## config.mk

```make
export PLATFORM = sky130hd
export DESIGN_NAME = cmp_iter_flat
export DESIGN_NICKNAME = d
export VERILOG_FILES = /design/src/rtl/cmp_iter_if.sv /design/src/rtl/cmp_iter.sv /design/src/flat_wrapper.sv
export SDC_FILE = /design/constraint.sdc
export NUM_CORES = 1
export LEC_CHECK = 0
export BUFFER_PORTS_ARGS = -buffer_cell sky130_fd_sc_hd__buf_2
export CAP_MARGIN = 25
export CELL_PAD_IN_SITES_DETAIL_PLACEMENT = 0
export CELL_PAD_IN_SITES_GLOBAL_PLACEMENT = 1
export CORE_MARGIN = 4
export CORE_UTILIZATION = 42
export DETAILED_ROUTE_END_ITERATION = 10
export PLACE_DENSITY_LB_ADDON = 0.1
export SKIP_LAST_GASP = 1
export SYNTH_ARGS = -nofsm -noshare
export SYNTH_HDL_FRONTEND = slang
export SYNTH_SLANG_ARGS = --single-unit
```

## constraint.sdc

```tcl
create_clock -name i_clk -period 2.7 [get_ports i_clk]
set_input_delay 0.27 -clock i_clk [delete_from_list [all_inputs] [get_ports i_clk]]
set_output_delay 0.27 -clock i_clk [all_outputs]
set_load 0.005 [all_outputs]
```

## src/rtl/cmp_iter_if.sv

```systemverilog
// Request/response bundle for the iterative compare unit.
// The master drives the request and the result-ready; the slave (the unit) drives the rest.
interface cmp_iter_if #(
    parameter int WIDTH = 32
);
    logic             i_valid;
    logic             o_ready;
    logic [2:0]       i_op;
    logic [WIDTH-1:0] i_a;
    logic [WIDTH-1:0] i_b;
    logic             o_valid;
    logic             i_ready;
    logic             o_res;

    // Both channels transfer only on a cycle where valid and ready are both high at the rising edge.
    modport master (
        output i_valid, i_op, i_a, i_b, i_ready,
        input  o_ready, o_valid, o_res
    );

    modport slave (
        input  i_valid, i_op, i_a, i_b, i_ready,
        output o_ready, o_valid, o_res
    );
endinterface

```

## src/rtl/cmp_iter.sv

```systemverilog
// Multi-cycle compare unit: scans two operands CHUNK bits per cycle, MSB chunk first,
// and returns a single EQ/NE/LT/GE/LTU/GEU result through a valid/ready handshake.
module cmp_iter #(
    parameter int WIDTH      = 32,
    parameter int CHUNK      = 8,
    parameter bit EARLY_EXIT = 1'b1
) (
    input  logic       i_clk,
    input  logic       i_rst,
    cmp_iter_if.slave  bus,
    output logic [1:0] dbg_state
);
    localparam int N  = WIDTH / CHUNK;
    localparam int IW = (N > 1) ? $clog2(N) : 1;
    localparam logic [IW-1:0] LAST = IW'(N - 1);

    localparam logic [2:0] OP_EQ  = 3'd0;
    localparam logic [2:0] OP_NE  = 3'd1;
    localparam logic [2:0] OP_LT  = 3'd4;
    localparam logic [2:0] OP_GE  = 3'd5;
    localparam logic [2:0] OP_LTU = 3'd6;
    localparam logic [2:0] OP_GEU = 3'd7;

    typedef enum logic [1:0] {
        IDLE = 2'd0,
        RUN  = 2'd1,
        DONE = 2'd2
    } state_t;

    state_t           state;
    logic [2:0]       op_q;
    logic [WIDTH-1:0] a_q;
    logic [WIDTH-1:0] b_q;
    logic [IW-1:0]    idx;
    logic             diff;
    logic             lt;
    logic             valid_q;
    logic             res_q;

    logic [CHUNK-1:0] ca;
    logic [CHUNK-1:0] cb;
    logic             chunk_ne;
    logic             chunk_lt;
    logic             diff_n;
    logic             lt_n;
    logic             finish;

    function automatic logic op_result(input logic [2:0] op, input logic d, input logic l);
        case (op)
            OP_EQ:          op_result = !d;
            OP_NE:          op_result = d;
            OP_LT, OP_LTU:  op_result = d && l;
            OP_GE, OP_GEU:  op_result = !(d && l);
            default:        op_result = 1'b0;
        endcase
    endfunction

    // Operands shift left each RUN cycle, so the chunk under test is always the top one.
    // Flipping the sign bit of the top chunk turns the unsigned chunk compare into signed order.
    always_comb begin
        ca = a_q[WIDTH-1 -: CHUNK];
        cb = b_q[WIDTH-1 -: CHUNK];
        if ((op_q == OP_LT || op_q == OP_GE) && idx == LAST) begin
            ca[CHUNK-1] = ~ca[CHUNK-1];
            cb[CHUNK-1] = ~cb[CHUNK-1];
        end
        chunk_ne = (ca != cb);
        chunk_lt = (ca < cb);
        diff_n   = diff | chunk_ne;
        lt_n     = diff ? lt : chunk_lt;
        finish   = (idx == '0) || (EARLY_EXIT && chunk_ne);
    end

    always_ff @(posedge i_clk) begin
        if (i_rst) begin
            state   <= IDLE;
            op_q    <= '0;
            a_q     <= '0;
            b_q     <= '0;
            idx     <= '0;
            diff    <= 1'b0;
            lt      <= 1'b0;
            valid_q <= 1'b0;
            res_q   <= 1'b0;
        end else begin
            case (state)
                IDLE: begin
                    if (bus.i_valid) begin
                        op_q  <= bus.i_op;
                        a_q   <= bus.i_a;
                        b_q   <= bus.i_b;
                        idx   <= LAST;
                        diff  <= 1'b0;
                        lt    <= 1'b0;
                        state <= RUN;
                    end
                end
                RUN: begin
                    diff <= diff_n;
                    lt   <= lt_n;
                    a_q  <= a_q << CHUNK;
                    b_q  <= b_q << CHUNK;
                    idx  <= idx - IW'(1);
                    if (finish) begin
                        res_q   <= op_result(op_q, diff_n, lt_n);
                        valid_q <= 1'b1;
                        state   <= DONE;
                    end
                end
                DONE: begin
                    if (bus.i_ready) begin
                        valid_q <= 1'b0;
                        state   <= IDLE;
                    end
                end
                default: begin
                    valid_q <= 1'b0;
                    state   <= IDLE;
                end
            endcase
        end
    end

    assign bus.o_ready = (state == IDLE);
    assign bus.o_valid = valid_q;
    assign bus.o_res   = res_q;
    assign dbg_state   = state;
endmodule

```

## src/flat_wrapper.sv

```systemverilog
// flat-port wrapper written by rule: the top's interface ports become plain ports
module cmp_iter_flat 
#(
    parameter int WIDTH      = 32,
    parameter int CHUNK      = 8,
    parameter bit EARLY_EXIT = 1'b1
)
  (i_clk, i_rst, dbg_state, bus_i_valid, bus_i_op, bus_i_a, bus_i_b, bus_i_ready, bus_o_ready, bus_o_valid, bus_o_res);
  cmp_iter_if #(.WIDTH(WIDTH)) bus_i ();
  input  logic i_clk;
  input  logic i_rst;
  output logic [1:0] dbg_state;
  input wire logic [$bits(bus_i.i_valid)-1:0] bus_i_valid;
  input wire logic [$bits(bus_i.i_op)-1:0] bus_i_op;
  input wire logic [$bits(bus_i.i_a)-1:0] bus_i_a;
  input wire logic [$bits(bus_i.i_b)-1:0] bus_i_b;
  input wire logic [$bits(bus_i.i_ready)-1:0] bus_i_ready;
  output wire logic [$bits(bus_i.o_ready)-1:0] bus_o_ready;
  output wire logic [$bits(bus_i.o_valid)-1:0] bus_o_valid;
  output wire logic [$bits(bus_i.o_res)-1:0] bus_o_res;
  assign bus_i.i_valid = bus_i_valid;
  assign bus_i.i_op = bus_i_op;
  assign bus_i.i_a = bus_i_a;
  assign bus_i.i_b = bus_i_b;
  assign bus_i.i_ready = bus_i_ready;
  assign bus_o_ready = bus_i.o_ready;
  assign bus_o_valid = bus_i.o_valid;
  assign bus_o_res = bus_i.o_res;
  cmp_iter #(.WIDTH(WIDTH), .CHUNK(CHUNK), .EARLY_EXIT(EARLY_EXIT)) u_core (.i_clk(i_clk), .i_rst(i_rst), .bus(bus_i), .dbg_state(dbg_state));
endmodule
```

==> results of run 1 <==
per-stage QoR:
step | utilization | setup slack [ns]
2_1_floorplan | - | 1.11
3_3_place_gp | 0.487 | 0.939
3_5_place_dp | 0.487 | 0.855
4_1_cts | 0.509 | 0.840
5_1_grt | 0.509 | 0.669
6_report | 0.509 | 0.820
per-layer routing:
| layer | vias up | wire (um) | global-route usage |
|---|---|---|---|
| li1 | 1625 | - | - |
| met1 | 1409 | 4100 | 0.244 |
| met2 | 64 | 3820 | 0.266 |
| met3 | 7 | 395 | 0.0453 |
| met4 | 0 | 63 | 0.0452 |
| met5 | - | 0 | 0 |
Yosys cell counts, types with 2 or more instances:
cell type  count  area (um^2)
a21oi_1       24          120
a311oi_1      48          420
a31oi_1        3         18.8
buf_2          6         30.0
buf_4          5         37.5
buf_6          4         45.0
clkbuf_1      21         78.8
dfxtp_1       75         1500
ha_1           9          113
inv_1         12         45.0
nand2_1      122          458
nand2b_1       3         18.8
nand3_1       18         90.1
nand3b_1       2         15.0
nor2_1        54          203
nor2_2         2         12.5
nor2b_1        4         25.0
o211ai_1       3         22.5
o21ai_0        4         20.0
report_power, final:
part	total (mW)	switching (mW)	internal, mW
Combinational	0.507	0.298	0.209
Clock	0.745	0.412	0.333
Sequential	1.29	0.0729	1.22
Total	2.54	0.783	1.76
state kept, by name, indices dropped and copies added, names as in the netlist:
register / cells
u_core.dbg_state: 2
u_core.a_q: 32
u_core.lt: 1
u_core.b_q: 32
u_core.idx: 2
u_core.bus.o_valid: 1
u_core.diff: 1
u_core.op_q: 3
u_core.bus.o_res: 1
logic make-up (layout without fill, tap and decap cells):
group           after synthesis  after routing
buf+inv                      48            106
fa+ha+maj                     9              9
simple gates                211            211
mux                           1              1
flops                        75             75
compound gates               92             92
xor+xnor                      2              2
critical path: cells and delay by family (launching register included):
family          cells  cell delay [ns]
compound gates      4             0.85
simple gates        1             0.39
flops               1             0.49
layout make-up:
class / instances / area (um^2) / share of cell area
multi-input combinational: 315 / 1710 / 0.429
sequential: 75 / 1500 / 0.376
timing repair buffer: 78 / 435 / 0.109
clock buffer: 10 / 128 / 0.0320
tap: 102 / 128 / 0.0320
inverter: 12 / 45.0 / 0.0113
clock inverter: 6 / 42.5 / 0.0107
path summary, 6_finish.rpt:
| check | to | depth (start not counted) |
|---|---|---|
| min | u_core.b_q[5] | 3 |
| min reg2reg | u_core.bus.o_valid | 2 |
| max reg2reg | u_core.bus.o_res | 5 |
| max | u_core.bus.o_res | 5 |
==> results.toml, run 1 <==
[run_status]
outcome = "finished clean"

[grt]
grt_antenna_before_repair = 0
grt_pass1_vias = 2920
global_route.overflow_total = 0
total_global_route_track_usage = 0.174
grt_pass1_wl_mm = 13.9
grt_start_max_net_pins = 71

[power_and_ir_drop]
reported_leakage_power_nw = 1.66
post-layout-total-power_mw = 2.54
power-per-cell-area_nw_per_um2 = 637
ir_drop_v = 0.000387

[synthesis]
synth_top_flop_cell = "dfxtp_1"
synth_sequential_area_ratio = 0.436
synth-seq-cells = 75
synth_simple_gate_area_frac = 0.251
muxShareOfSynthArea = 0.00291
ys.warnings.count = 0
synth_cells = 438
syn-cell-area_um2 = 3440
synth_compound_gate_area_share = 0.202
synth-adder-area-share = 0.0327
synth_top_family_by_area = "simple AND/OR/NAND/NOR gates"
xor_xnor_fraction_of_synth_area = 0.00727
syn_area_per_cell_um2 = 7.86
synth_enable_flop_cells = 0
syn_nets = 518
synth_cell_type_count = 38
postSynth.asyncResetShare = 0

[critical_path]
critical_path_arrival_ns = 2.11
timing.critical_path.to_type = "flip-flop"
crit_required_ns = 2.93
timing.critical_path.slowest_cell_delay_ns = 0.49
critPathLaunch = "u_core.dbg_state[0]"
critical_path.cell_chain = "nand2b_4 > a41oi_1 > o211ai_1 > a31oi_1 > a211oi_2"
critPathMaxFanout = 57
worst-setup-path-type = "reg2reg"
crit_path_start_kind = "flip-flop"
regToRegStartpoint = "u_core.dbg_state[0]"
setup.reg_to_reg.worst_slack_ns = 0.82
slowest_stage = "dfxtp_1"

[final_layout]
fillerInstances = 821
flow.area_growth_from_synthesis_pct = 16.0
final_cells = 598
nets = 571
drive_gt1_frac = 0.206
layout.cells.most_common_list = "nand2_1, buf_2, dfxtp_1, nor2_1, a311oi_1"
insertedDiodeCount = 0
layout.cells.most_common = "nand2_1"
post-route-cell-area_um2 = 3990

[placement]
port-buffer-count = 75
placed_cell_area_um2 = 3820
numPlacedInstances = 582
place_hpwl_mm = 5.50
place.gp.congestion = 0.759

[clock_tree]
cts_setup_buffers = 0
cts.sink_count = 75
cts_hold_buf = 0
cts-root-to-sink-buffers = 2
cts.root.buffer_cell = "clkbuf_8"
cts_buffers = 9
cts_tree = "done"
htreeDepth = 3
insertion_delay_of_the_later_clocked_pin_in_the_worst_skew_pair_ns = 0.34
clk_transition_reported_paths_ns = 0.08
post_cts_resize_count = 0

[sta]
maxSlewHeadroom = 0.531
final-max-slew-violation-count = 0
final_hold_violation_count = 0
final.period_utilization = 0.696
timing.final.crit_period_ns = 1.88
final.hold.worst_slack_ns = 0.162
setup_viol = 0
max_slew.worst_pin.slew_ns = 0.704
grt_setup_unrepaired = "false"
finalSetupTns_ns = 0
fin_skew_ns = 0.00926
timing.fmax_ghz = 0.532

[route]
route.vias.total = 3105
drt_drc_violations_left = 0
iter_0_drt_violations = 158
dr.pass1.iters = 4
avgRoutedWirePerCell_um = 14.0
final_antenna_net_count = 0
detail_route.wirelength_mm = 8.38
avgViaCountPerCell = 5.19

[floorplan]
core.rowCount = 32
floorplan.initialDensity = 0.439
chipHeight_um = 98.5
core_area_um2 = 7850
ioPinCount = 76
floorplan.die_area_um2 = 9710
die_width_um = 98.5

[job]
cap_viol_max_count = 0

[hold_path]
worst_hold_startpoint = "bus_i_b[5]"
holdCritPathClass = "in2reg"
Note: power is estimated with default switching activity, not from simulation.
==> run 2, diff against run 1 <==
CORE_UTILIZATION = 35   (was 42)
clock period = 1.5 ns   (was 2.7 ns; I/O delays follow)
==> run 2 against run 1 <==
The run now ends with negative setup slack left. Sequential share of layout area decreased by 4.1 points. Maximum frequency increased by 17%. Register-to-register slack got worse by 0.92 ns. Count of clock-buffer cells in the layout unchanged. Cell count increased by 10%. Worst setup slack got worse by 0.92 ns. Via count increased by 6.2%. Critical path depth increased by 2. Largest cell class unchanged. Highest routed layer unchanged.
==> results.toml, run 2 (same netlist as run 1, synthesis figures left out) <==
[final_layout]
flow.area_growth_from_synthesis_pct = 31.7
layout.cells.most_common_list = "nand2_1, buf_2, dfxtp_1, nor2_1, a311oi_1"
finalCoreUtilization = 0.482
fillerInstances = 969
insertedDiodeCount = 0
reg.largest.list = "u_core.a_q: 32 flops, u_core.b_q: 32 flops, u_core.op_q: 3 flops"
nets = 607
post-route-cell-area_um2 = 4540
layout.cells.most_common = "nand2_1"
drive_gt1_frac = 0.329

[floorplan]
chipHeight_um = 107
die_width_um = 107
core_area_um2 = 9420
floorplan.die_area_um2 = 11500
floorplan.initialDensity = 0.366
core.rowCount = 35
ioPinCount = 76

[sta]
final.hold.worst_slack_ns = 0.0442
final_critical_path_setup_slack_ns = -0.101
timing.fmax_ghz = 0.625
grt_setup_unrepaired = "true"
final_hold_violation_count = 0
max_slew.worst_pin.slew_ns = 0.562
final-max-slew-violation-count = 0
setup_viol = 5
fin_skew_ns = 0.00601
timing.final.crit_period_ns = 1.60
final.period_utilization = 1.07
maxSlewHeadroom = 0.625

[grt]
global_route.overflow_total = 0
grt_antenna_before_repair = 0
grt_start_max_net_pins = 43
grt_pass1_vias = 3135
total_global_route_track_usage = 0.167
grt_pass1_wl_mm = 15.2

[critical_path]
critPathMaxFanout = 4
crit_path_start_kind = "flip-flop"
crit_required_ns = 1.76
worst-setup-path-type = "reg2reg"
reg2reg_depth = 7
critical_path_arrival_ns = 1.86
timing.critical_path.to_type = "flip-flop"

[clock_tree]
insertion_delay_of_the_later_clocked_pin_in_the_worst_skew_pair_ns = 0.33
htreeDepth = 3
cts.root.buffer_cell = "clkbuf_8"
cts_tree = "done"
clk_transition_reported_paths_ns = 0.07
cts_buffers = 9
cts-root-to-sink-buffers = 2
cts.sink_count = 75
cts_hold_buf = 0

[route]
route.vias.total = 3297
avgViaCountPerCell = 5.01
final_antenna_net_count = 0
avgRoutedWirePerCell_um = 15.0
iter_0_drt_violations = 143
drt_drc_violations_left = 0
dr.pass1.iters = 4
detail_route.wirelength_mm = 9.84

[hold_path]
holdCritPathClass = "in2reg"
min_delay_path_depth = 3

[job]
cap_viol_max_count = 0

[placement]
place.gp.congestion = 0.803
place_worst_setup_slack_ns = -0.162
placed_cell_area_um2 = 4050
port-buffer-count = 75
place_hpwl_mm = 6.66

[power_and_ir_drop]
p_int_mw = 3.42
power.net_switching_mw = 1.53
post-layout-total-power_mw = 4.94
power.switching_fraction = 0.309
pwr-share-comb = 0.259
part_of_the_total_power_dissipated_in_sequential_elements = 0.474
ir_drop_v = 0.000359
reported_leakage_power_nw = 1.87
pwr-share-clk = 0.267
power-per-cell-area_nw_per_um2 = 1090

[run_status]
outcome = "finished with violations"
failed_checks = "negative setup slack"
## run 2: changes by cell type in the layout (fill, tap and decap cells not counted), moves of 5 or more
cell	delta
dfxtp_1	-13
inv_2	+5
inv_1	-5
ha_4	+7
dfxtp_2	+13
buf_4	+31
ha_1	-7
## run 2: final timing paths
check / start / to / slack (ns)
worst max-delay path: u_core.b_q[27] / u_core.bus.o_res / -0.10
worst min register to register: u_core.bus.o_valid / u_core.bus.o_valid / 0.47
worst max register to register: u_core.b_q[27] / u_core.bus.o_res / -0.10
worst min-delay path: bus_i_b[4] / u_core.b_q[4] / 0.04
## run 2: cell type report
cell class | instances | area (um^2) | area share
clock buffers | 10 | 138 | 0.0303
flip-flops and latches | 75 | 1520 | 0.335
inverters | 12 | 45.0 | 0.00993
repair buffers | 112 | 728 | 0.161
multi-input cells | 317 | 1930 | 0.425
clock inverters | 3 | 17.5 | 0.00386
well taps | 129 | 161 | 0.0356
## run 2: layer usage
metal	routed length [um]	up-vias	track usage
li1	-	1697	-
met1	4690	1488	0.227
met2	4450	92	0.256
met3	476	20	0.0373
met4	229	0	0.0676
met5	0	-	0
## run 2: timing repair
item	CTS	global route
buffers inserted	6	9
endpoints found under the hold margin	0	0
pin swaps	16	8
gates cloned	0	2
endpoints found under the setup margin	5	47
gates resized for setup	28	14
## run 2: through the flow
step                      setup TNS [ns]  instances
after detailed placement          -0.340        628
after global routing              -0.574        658
final                             -0.187        658
after floorplan                        0        438
after global placement           -0.0855        628
after CTS                        -0.0441        647
## run 2: critical path, stage by stage (launching register included)
cell	delay, ns
dfxtp_2	0.33
inv_2	0.04
ha_4	0.26
and4_4	0.28
nand3_4	0.10
o211ai_1	0.22
a31oi_1	0.09
a211oi_2	0.21
## run 2: power by group through the flow
stage               logic, mW  clock network [mW]  registers, mW
finish                   1.28                1.32           2.34
global route             1.42                1.43           2.37
detailed placement       1.06                   0           2.36
global placement         1.05                   0           2.35
CTS                      1.19                1.37           2.33
floorplan               0.715                   0           2.33
